<file path="src/rtl/sel_scan_pkg.sv">
// Shared types and sizes for the select-vector scan encoder.
// Optional macro SEL_SCAN_RR_EN (used by the top) selects round-robin priority.
package sel_scan_pkg;

  localparam int N = 16;
  localparam int W = $clog2(N);

  typedef enum logic {IDLE, SCAN} state_t;
  typedef logic [N-1:0] vec_t;
  typedef logic [W-1:0] idx_t;

endpackage

</file>
<file path="src/rtl/sel_first_set.sv">
// Combinational search for the first set bit at or above ptr_i, wrapping N-1 -> 0.
// Also reports whether any bit is set and whether exactly one bit is set.
module sel_first_set
  import sel_scan_pkg::*;
(
  input  logic [N-1:0] vec_i,
  input  logic [W-1:0] ptr_i,
  output logic [W-1:0] idx_o,
  output logic         any_o,
  output logic         single_o
);

  idx_t off;

  // Walk offsets downward so the smallest offset from ptr_i wins.
  always_comb begin
    off = '0;
    for (int i = N - 1; i >= 0; i--) begin
      if (vec_i[idx_t'(i) + ptr_i]) begin
        off = idx_t'(i);
      end
    end
  end

  assign idx_o    = off + ptr_i;
  assign any_o    = |vec_i;
  assign single_o = any_o && ((vec_i & (vec_i - vec_t'(1))) == '0);

endmodule

</file>
<file path="src/rtl/sel_scan_encoder.sv">
// Serialises a multi-hot select vector into one index per valid/ready handshake.
// Macro SEL_SCAN_RR_EN: round-robin start pointer persisting across vectors.
//
// state | meaning
// IDLE  | waiting for a vector; in_ready follows enable
// SCAN  | presenting pending set bits, one per handshake
module sel_scan_encoder
  import sel_scan_pkg::*;
(
  input  logic         clk,
  input  logic         reset,
  input  logic         enable,
  input  logic [N-1:0] sel,
  input  logic         in_valid,
  output logic         in_ready,
  output logic [W-1:0] in,
  output logic         out_valid,
  input  logic         out_ready,
  output logic         out_last,
  output logic         empty
);

  state_t state_q, state_d;
  vec_t   pending_q, pending_d;
  logic   empty_q, empty_d;
  idx_t   ptr;
  idx_t   first_idx;
  logic   any_set;
  logic   single_set;

  sel_first_set u_first_set (
    .vec_i    (pending_q),
    .ptr_i    (ptr),
    .idx_o    (first_idx),
    .any_o    (any_set),
    .single_o (single_set)
  );

  assign in_ready  = (state_q == IDLE) && enable;
  assign out_valid = (state_q == SCAN) && any_set;
  assign in        = out_valid ? first_idx : '0;
  assign out_last  = out_valid && single_set;
  assign empty     = empty_q;

  always_comb begin
    state_d   = state_q;
    pending_d = pending_q;
    empty_d   = 1'b0;
    case (state_q)
      IDLE: begin
        if (in_valid && in_ready) begin
          pending_d = sel;
          if (sel != '0) state_d = SCAN;
          else           empty_d = 1'b1;
        end
      end
      SCAN: begin
        if (out_valid && out_ready) begin
          pending_d[first_idx] = 1'b0;
          if (single_set) state_d = IDLE;
        end
      end
      default: state_d = IDLE;
    endcase
  end

  always_ff @(posedge clk or posedge reset) begin
    if (reset) begin
      state_q   <= IDLE;
      pending_q <= '0;
      empty_q   <= 1'b0;
    end else begin
      state_q   <= state_d;
      pending_q <= pending_d;
      empty_q   <= empty_d;
    end
  end

`ifdef SEL_SCAN_RR_EN
  idx_t ptr_q, ptr_d;

  // Next search starts just past the index that was consumed.
  always_comb begin
    ptr_d = ptr_q;
    if (out_valid && out_ready) ptr_d = first_idx + idx_t'(1);
  end

  always_ff @(posedge clk or posedge reset) begin
    if (reset) ptr_q <= '0;
    else       ptr_q <= ptr_d;
  end

  assign ptr = ptr_q;
`else
  assign ptr = '0;
`endif

endmodule

</file>
<file path="config.mk">
export PLATFORM = sky130hd
export DESIGN_NAME = sel_scan_encoder
export DESIGN_NICKNAME = d
export VERILOG_FILES = /design/src/rtl/sel_scan_pkg.sv /design/src/rtl/sel_first_set.sv /design/src/rtl/sel_scan_encoder.sv
export SDC_FILE = /design/constraint.sdc
export NUM_CORES = 1
export LEC_CHECK = 0
export CORE_MARGIN = 2
export CORE_UTILIZATION = 50
export CTS_BUF_LIST = sky130_fd_sc_hd__clkbuf_2 sky130_fd_sc_hd__clkbuf_4 sky130_fd_sc_hd__clkbuf_8
export CTS_CLUSTER_DIAMETER = 150
export DETAILED_ROUTE_END_ITERATION = 6
export PLACE_DENSITY = 0.72
export SETUP_SLACK_MARGIN = 0.1
export SLEW_MARGIN = 30
export SYNTH_ARGS = -nofsm -noshare
export SYNTH_HDL_FRONTEND = slang
export SYNTH_HIERARCHICAL = 1
export SYNTH_SLANG_ARGS = --single-unit
</file>
<file path="constraint.sdc">
create_clock -name clk -period 9.2 [get_ports clk]
set_input_delay 0.92 -clock clk [delete_from_list [all_inputs] [get_ports clk]]
set_output_delay 0.92 -clock clk [all_outputs]
set_load 0.05 [all_outputs]
</file>
==> results.md, run 1 <==
* Status: finished, final reports clean
* Setup Buffers After CTS at 0
* Max Fclk at 0.192 GHz
* GP Congestion at 0.858
* Vias in the first global route at 2131
* Setup TNS at 0 ns
* Worst Path Required at 8.28 ns
* Synth-to-Final Area Change at 14.4%
* Die X at 76.7 µm
* Slowest CP cell: clkdlybuf4s50_1
* Antenna Nets Post-Route at 0
* Combinational family with the most area after synthesis: multiplexers
* Clock Pin Slew Worst Setup and Hold Paths at 0.07 ns
* Reg2Reg Depth at 10
* Clock Latency Late Sink at 0.26 ns
* Vias at 2182
* Commonest cells after routing, fill and taps aside: clkdlybuf4s50_1 (28), conb_1 (20), mux4_2 (19), dfrtp_1 (18), a22o_1 (17)
* Adder-cell area share of the yosys netlist at 0.0668
* Largest net degree at the start of global routing at 35
* Router iterations before antenna repair at 4
* CTS tree: done
* Layout net count at 307
* Reg2reg start: pending_q[13]
* Final period util at 0.566
* Crit. End Element: primary output
* Post-synthesis compound-gate area fraction at 0.186
* DRC viols at 0
* Die ar. at 5880 µm²
* Slew Limit Fails at 0
* Max-cap violations at 0
* First-pass GRT wire length at 10500 µm
* Netlist Area Pre-Place at 2640 µm²
* Final WL at 6210 µm
* Hold Path Class: flip-flop to flip-flop
* HP Start: pending_q[7]
* FILL cells at 451
* Final Setup Violations at 0
* Critical path, cell by cell: mux4_2 > mux2_2 > mux2i_1 > o211ai_1 > a21o_1 > a221oi_1 > fa_1 > and3_2 > clkdlybuf4s50_1
* Post-synthesis mux area share at 0.283
* Peak fanout along the critical path at 17
* Critical Path Start Type: flip-flop
* CTS Hold Bufs at 0
* Mapped Avg Cell Area at 11.1 µm²
* Tmin final at 5.20 ns
* Final Hold Viols at 0
* Num CTS Buffers at 3
* Root Buffer: clkbuf_8
* Async set-reset flop share out of synthesis at 1.00
* Num rows at 26
* Crit path largest cell delay at 0.79 ns
* Quantity of I/O buffers inserted on ports at 28
* Initial DRC count at 222
* WHS Path Cells at 1
* Top cells by area, synth: dfrtp_1 (17%), mux4_2 (16%), mux2_2 (6.0%), o22ai_2 (5.7%), a22o_1 (5.6%)
* H-tree levels at 1
* #FFs+latches synth at 18
* Initial antenna violation count at 0
* Max clock buf depth at 2
* Clock Skews at 0.00321 ns
* DP Wirelength at 4720 µm
* Reg2Reg Setup Slack at 5.47 ns
* DR vias/cell at 6.34
* Ant diodes at 0
* CP Data Arrival Time at 4.28 ns
* Worst Setup SP: pending_q[13]
* RSZ-0062 raised after global routing: false
* Synth Warn # at 6
* GRT Overall Usage at 0.217
* Share of the yosys chip area belonging to registers at 0.171
* GR Overflow Total at 0
* Layout cells sized above 1 at 0.259
* Capture point of the worst reg-to-reg path: pending_q[2]
* Drt wl/cell at 18.1 µm
* XOR/XNOR share of the synthesized area at 0.0398
* Num Clock Sinks at 18
* # IOs at 29
* Max-slew headroom at 0.463
* Worst Hold End: pending_q[7]
* Post-synth EDFFs at 0
* Most common cell after layout, fill and taps aside: clkdlybuf4s50_1
* Yosys top cell by area: dfrtp_1
* CORE AREA at 5110 µm²
* Post-synth cell types at 66
* Initial core utilization at 0.517
* Synth top area share at 0.171
* # resized after CTS at 0
* Slew @ Worst Pin at 0.805 ns
* Prevailing post-synth register cell: dfrtp_1
* Syn Inst Count at 237
* Die height at 76.7 µm
* Post-Synth Simple-Gate Area at 0.184
* Worst setup path class: flip-flop to primary output
logic make-up after synthesis:
logic type      count (synthesis)
buf+inv                        25
fa+ha+maj                      14
other cells                     1
xor+xnor                       12
simple gates                   66
flops                          18
mux                            46
compound gates                 55
layer usage:
metal,GRT usage,share of wire
met5,0,0
met1,0.323,0.48
met3,0.0176,0.036
met4,0.0509,0.0072
met2,0.343,0.48
per-stage QoR:
| step | hold WS [ns] | setup slack (ns) | cell area (µm²) | util | instances |
|---|---|---|---|---|---|
| 2_1_floorplan | 0.545 | 5.37 | 2710 | - | 256 |
| 3_3_place_gp | 0.597 | 4.42 | 2970 | 0.581 | 340 |
| 3_5_place_dp | 0.620 | 4.32 | 2970 | 0.581 | 340 |
| 4_1_cts | 0.638 | 4.03 | 3020 | 0.591 | 344 |
| 5_1_grt | 0.675 | 3.77 | 3020 | 0.591 | 344 |
| 6_report | 0.643 | 4.00 | 3020 | 0.591 | 344 |
cells in the mapped netlist (all sizes together) (4+ instances only):
| master | n |
|---|---|
| mux4 | 21 |
| dfrtp | 18 |
| a22o | 17 |
| o22ai | 17 |
| buf | 14 |
| mux2 | 14 |
| mux2i | 11 |
| ha | 10 |
| xnor2 | 8 |
| and3 | 7 |
| inv | 7 |
| nor2 | 7 |
| nand2 | 6 |
| nor4 | 6 |
| and4bb | 5 |
| and4b | 4 |
| nor4b | 4 |
| xor2 | 4 |
worst max-delay path by stage:
stage / end / slack [ns] / cells past startpoint
after floorplan: in[2] / 5.37 / 9
after global placement: in[1] / 4.42 / 9
after detailed placement: in[1] / 4.32 / 9
after CTS: in[1] / 4.03 / 9
after global routing: in[1] / 3.77 / 9
final: in[1] / 4.00 / 9
worst max-delay path: cells and delay by family (launching register included):
kind                     cells  cell delay, ns
flip-flops                   1            0.46
AO/OA/AOI/OAI                3            0.78
buffers and inverters        1            0.79
AND/OR/NAND/NOR              1            0.29
adder cells (fa/ha/maj)      1            0.63
multiplexers                 3            1.07
flip-flops by register name (all words and copies together), names as in the netlist:
| signal | flops |
|---|---|
| state_q | 1 |
| pending_q | 16 |
| empty | 1 |
final cells by class:
type | count | area (µm²) | share of cell area
Clock buffer | 4 | 55.1 | 0.0182
Inverter | 8 | 43.8 | 0.0145
Multi-Input combinational cell | 213 | 2080 | 0.689
Sequential cell | 18 | 450 | 0.149
Tap cell | 70 | 87.6 | 0.0290
Timing Repair Buffer | 31 | 303 | 0.100
Power of run 1 is not shown: default switching activity piles up to over one toggle a cycle in this logic, so the estimate is an artifact.
==> inputs of run 2 (changes only) <==
- clock period: 9.2 -> 5 ns (I/O delays scaled with it)
==> results.md, run 2 (same netlist as run 1, synthesis figures left out) <==
* H-tree levels at 1 (unchanged)
* Final Hold Viols at 0 (unchanged)
* Initial core utilization at 0.517 (unchanged)
* Peak fanout along the critical path at 17 (unchanged)
* CORE AREA at 5110 µm² (unchanged)
* Num rows at 26 (unchanged)
* Placed Area at 2970 µm² (unchanged)
* Worst Setup SP: pending_q[6]
* Largest net degree at the start of global routing at 35 (unchanged)
* Root Buffer: clkbuf_8
* Max-cap violations at 0 (unchanged)
* Max-slew headroom at 0.457 (-0.00601)
* Max clock buf depth at 2 (unchanged)
* Final design instance area without fill at 3050 µm² (+1.1%)
* Drt wl/cell at 18.0 µm (-0.45%)
* Largest Register: pending_q
* Layout cells sized above 1 at 0.273 (+0.0143)
* Router iterations before antenna repair at 4 (unchanged)
* Max Fclk at 0.219 GHz
* Final period util at 0.913
* Critical Path Start Type: flip-flop
* Utilization after layout at 0.598 (+0.00637)
* Num Clock Sinks at 18 (unchanged)
* Worst setup path class: flip-flop to primary output
* Reg2reg start: pending_q[10]
* Initial antenna violation count at 0 (unchanged)
* Final WL at 6260 µm (+0.71%)
* Worst path most repeated cell: mux4_2
* Most common cell after layout, fill and taps aside: clkdlybuf4s50_1
* Die height at 76.7 µm (unchanged)
* Layout net count at 311 (+1.3%)
* Final Setup Violations at 0 (unchanged)
* DP Wirelength at 4770 µm (+0.97%)
* Max reg flops at 16 (unchanged)
* Vias in the first global route at 2029 (-4.8%)
* Crit path largest cell delay at 0.80 ns (about the same)
* Die ar. at 5880 µm² (unchanged)
* DRC viols at 0 (unchanged)
* Antenna Nets Post-Route at 0 (unchanged)
* Quantity of I/O buffers inserted on ports at 28 (unchanged)
* Clock Pin Slew Worst Setup and Hold Paths at 0.07 ns (about the same)
* Worst Path Required at 4.50 ns (-3.78 ns)
* Vias at 2191 (+0.41%)
* Clock Latency Late Sink at 0.25 ns (about the same)
* Critical path, cell by cell: mux4_2 > mux4_2 > a2111oi_1 > nand2_1 > o21ai_1 > ha_1 > and3_2 > clkdlybuf4s50_1
* Crit. End Element: primary output
* Synth-to-Final Area Change at 15.6%
* RSZ-0062 raised after global routing: false
* CP Buf/Inv Count at 1 (unchanged)
* GRT Overall Usage at 0.213 (-0.00363)
* Setup TNS at 0 ns (unchanged)
* Commonest cells after routing, fill and taps aside: clkdlybuf4s50_1 (28), conb_1 (20), mux4_2 (19), dfrtp_1 (18), a22o_1 (17)
* GR Overflow Total at 0 (unchanged)
* Clock Skews at 0.00325 ns (+0.0000435 ns)
* CTS tree: done
* # IOs at 29 (unchanged)
* Die X at 76.7 µm (unchanged)
* Slowest CP cell: clkdlybuf4s50_1
* GP Congestion at 0.914 (+6.5%)
* CP Data Arrival Time at 4.06 ns (-0.22 ns)
* Hold Path Class: flip-flop to flip-flop
* Slew Limit Fails at 0 (unchanged)
* DR vias/cell at 6.30 (-0.74%)
* Tmin final at 4.56 ns
* Initial DRC count at 166 (-25%)
* Slew @ Worst Pin at 0.814 ns (+0.00901 ns)
* HP Start: pending_q[0]
* Ant diodes at 0 (unchanged)
* Num CTS Buffers at 3 (unchanged)
* Status: finished, final reports clean
* First-pass GRT wire length at 10200 µm (-2.6%)
* Kind of cell adding the most delay to the critical path: multiplexers
run 2: cell types whose count changed in the layout (fill, tap and decap cells not counted):
cell   delta
buf_4     +4
fa_1      -1
fa_2      +1
run 2: worst paths after layout:
| path | endpoint | slack (ns) | cells after the start |
|---|---|---|---|
| setup reg to reg | pending_q[4] | 1.31 | 11 |
| setup / recovery | in[0] | 0.44 | 8 |
| hold reg to reg | pending_q[0] | 0.64 | 1 |
| min in group asynchronous | pending_q[2] | 0.65 | 2 |
| hold / removal | pending_q[0] | 0.64 | 1 |
| max in group asynchronous | pending_q[1] | 3.90 | 2 |
run 2: routing by layer:
layer | up-vias | track usage | wire length (µm)
li1 | 1031 | - | -
met1 | 1086 | 0.316 | 2880
met2 | 72 | 0.349 | 3040
met3 | 2 | 0.0188 | 308
met4 | 0 | 0.0255 | 27
met5 | - | 0 | 0
run 2: layout make-up:
cell class / count / area, µm²
fill: 442 / 2050
timing repair buffer: 35 / 333
inverter: 8 / 43.8
sequential: 18 / 450
multi-input combinational: 213 / 2080
tap: 70 / 87.6
clock buffer: 4 / 55.1
run 2: stage by stage:
step,instances,setup WS [ns],hold slack (ns)
after CTS,344,0.264,0.637
after floorplan,256,1.59,0.439
after global routing,348,0.176,0.694
after global placement,340,0.668,0.586
after detailed placement,340,0.562,0.614
final,348,0.436,0.643
run 2: repair_timing:
item,4_1_cts,5_1_grt
gates resized for setup,0,1
hold buffers,0,0
setup buffers,0,4
hold endpoints to repair,0,0
setup endpoints to repair,0,1
Power of run 2 is left out for the same reason.
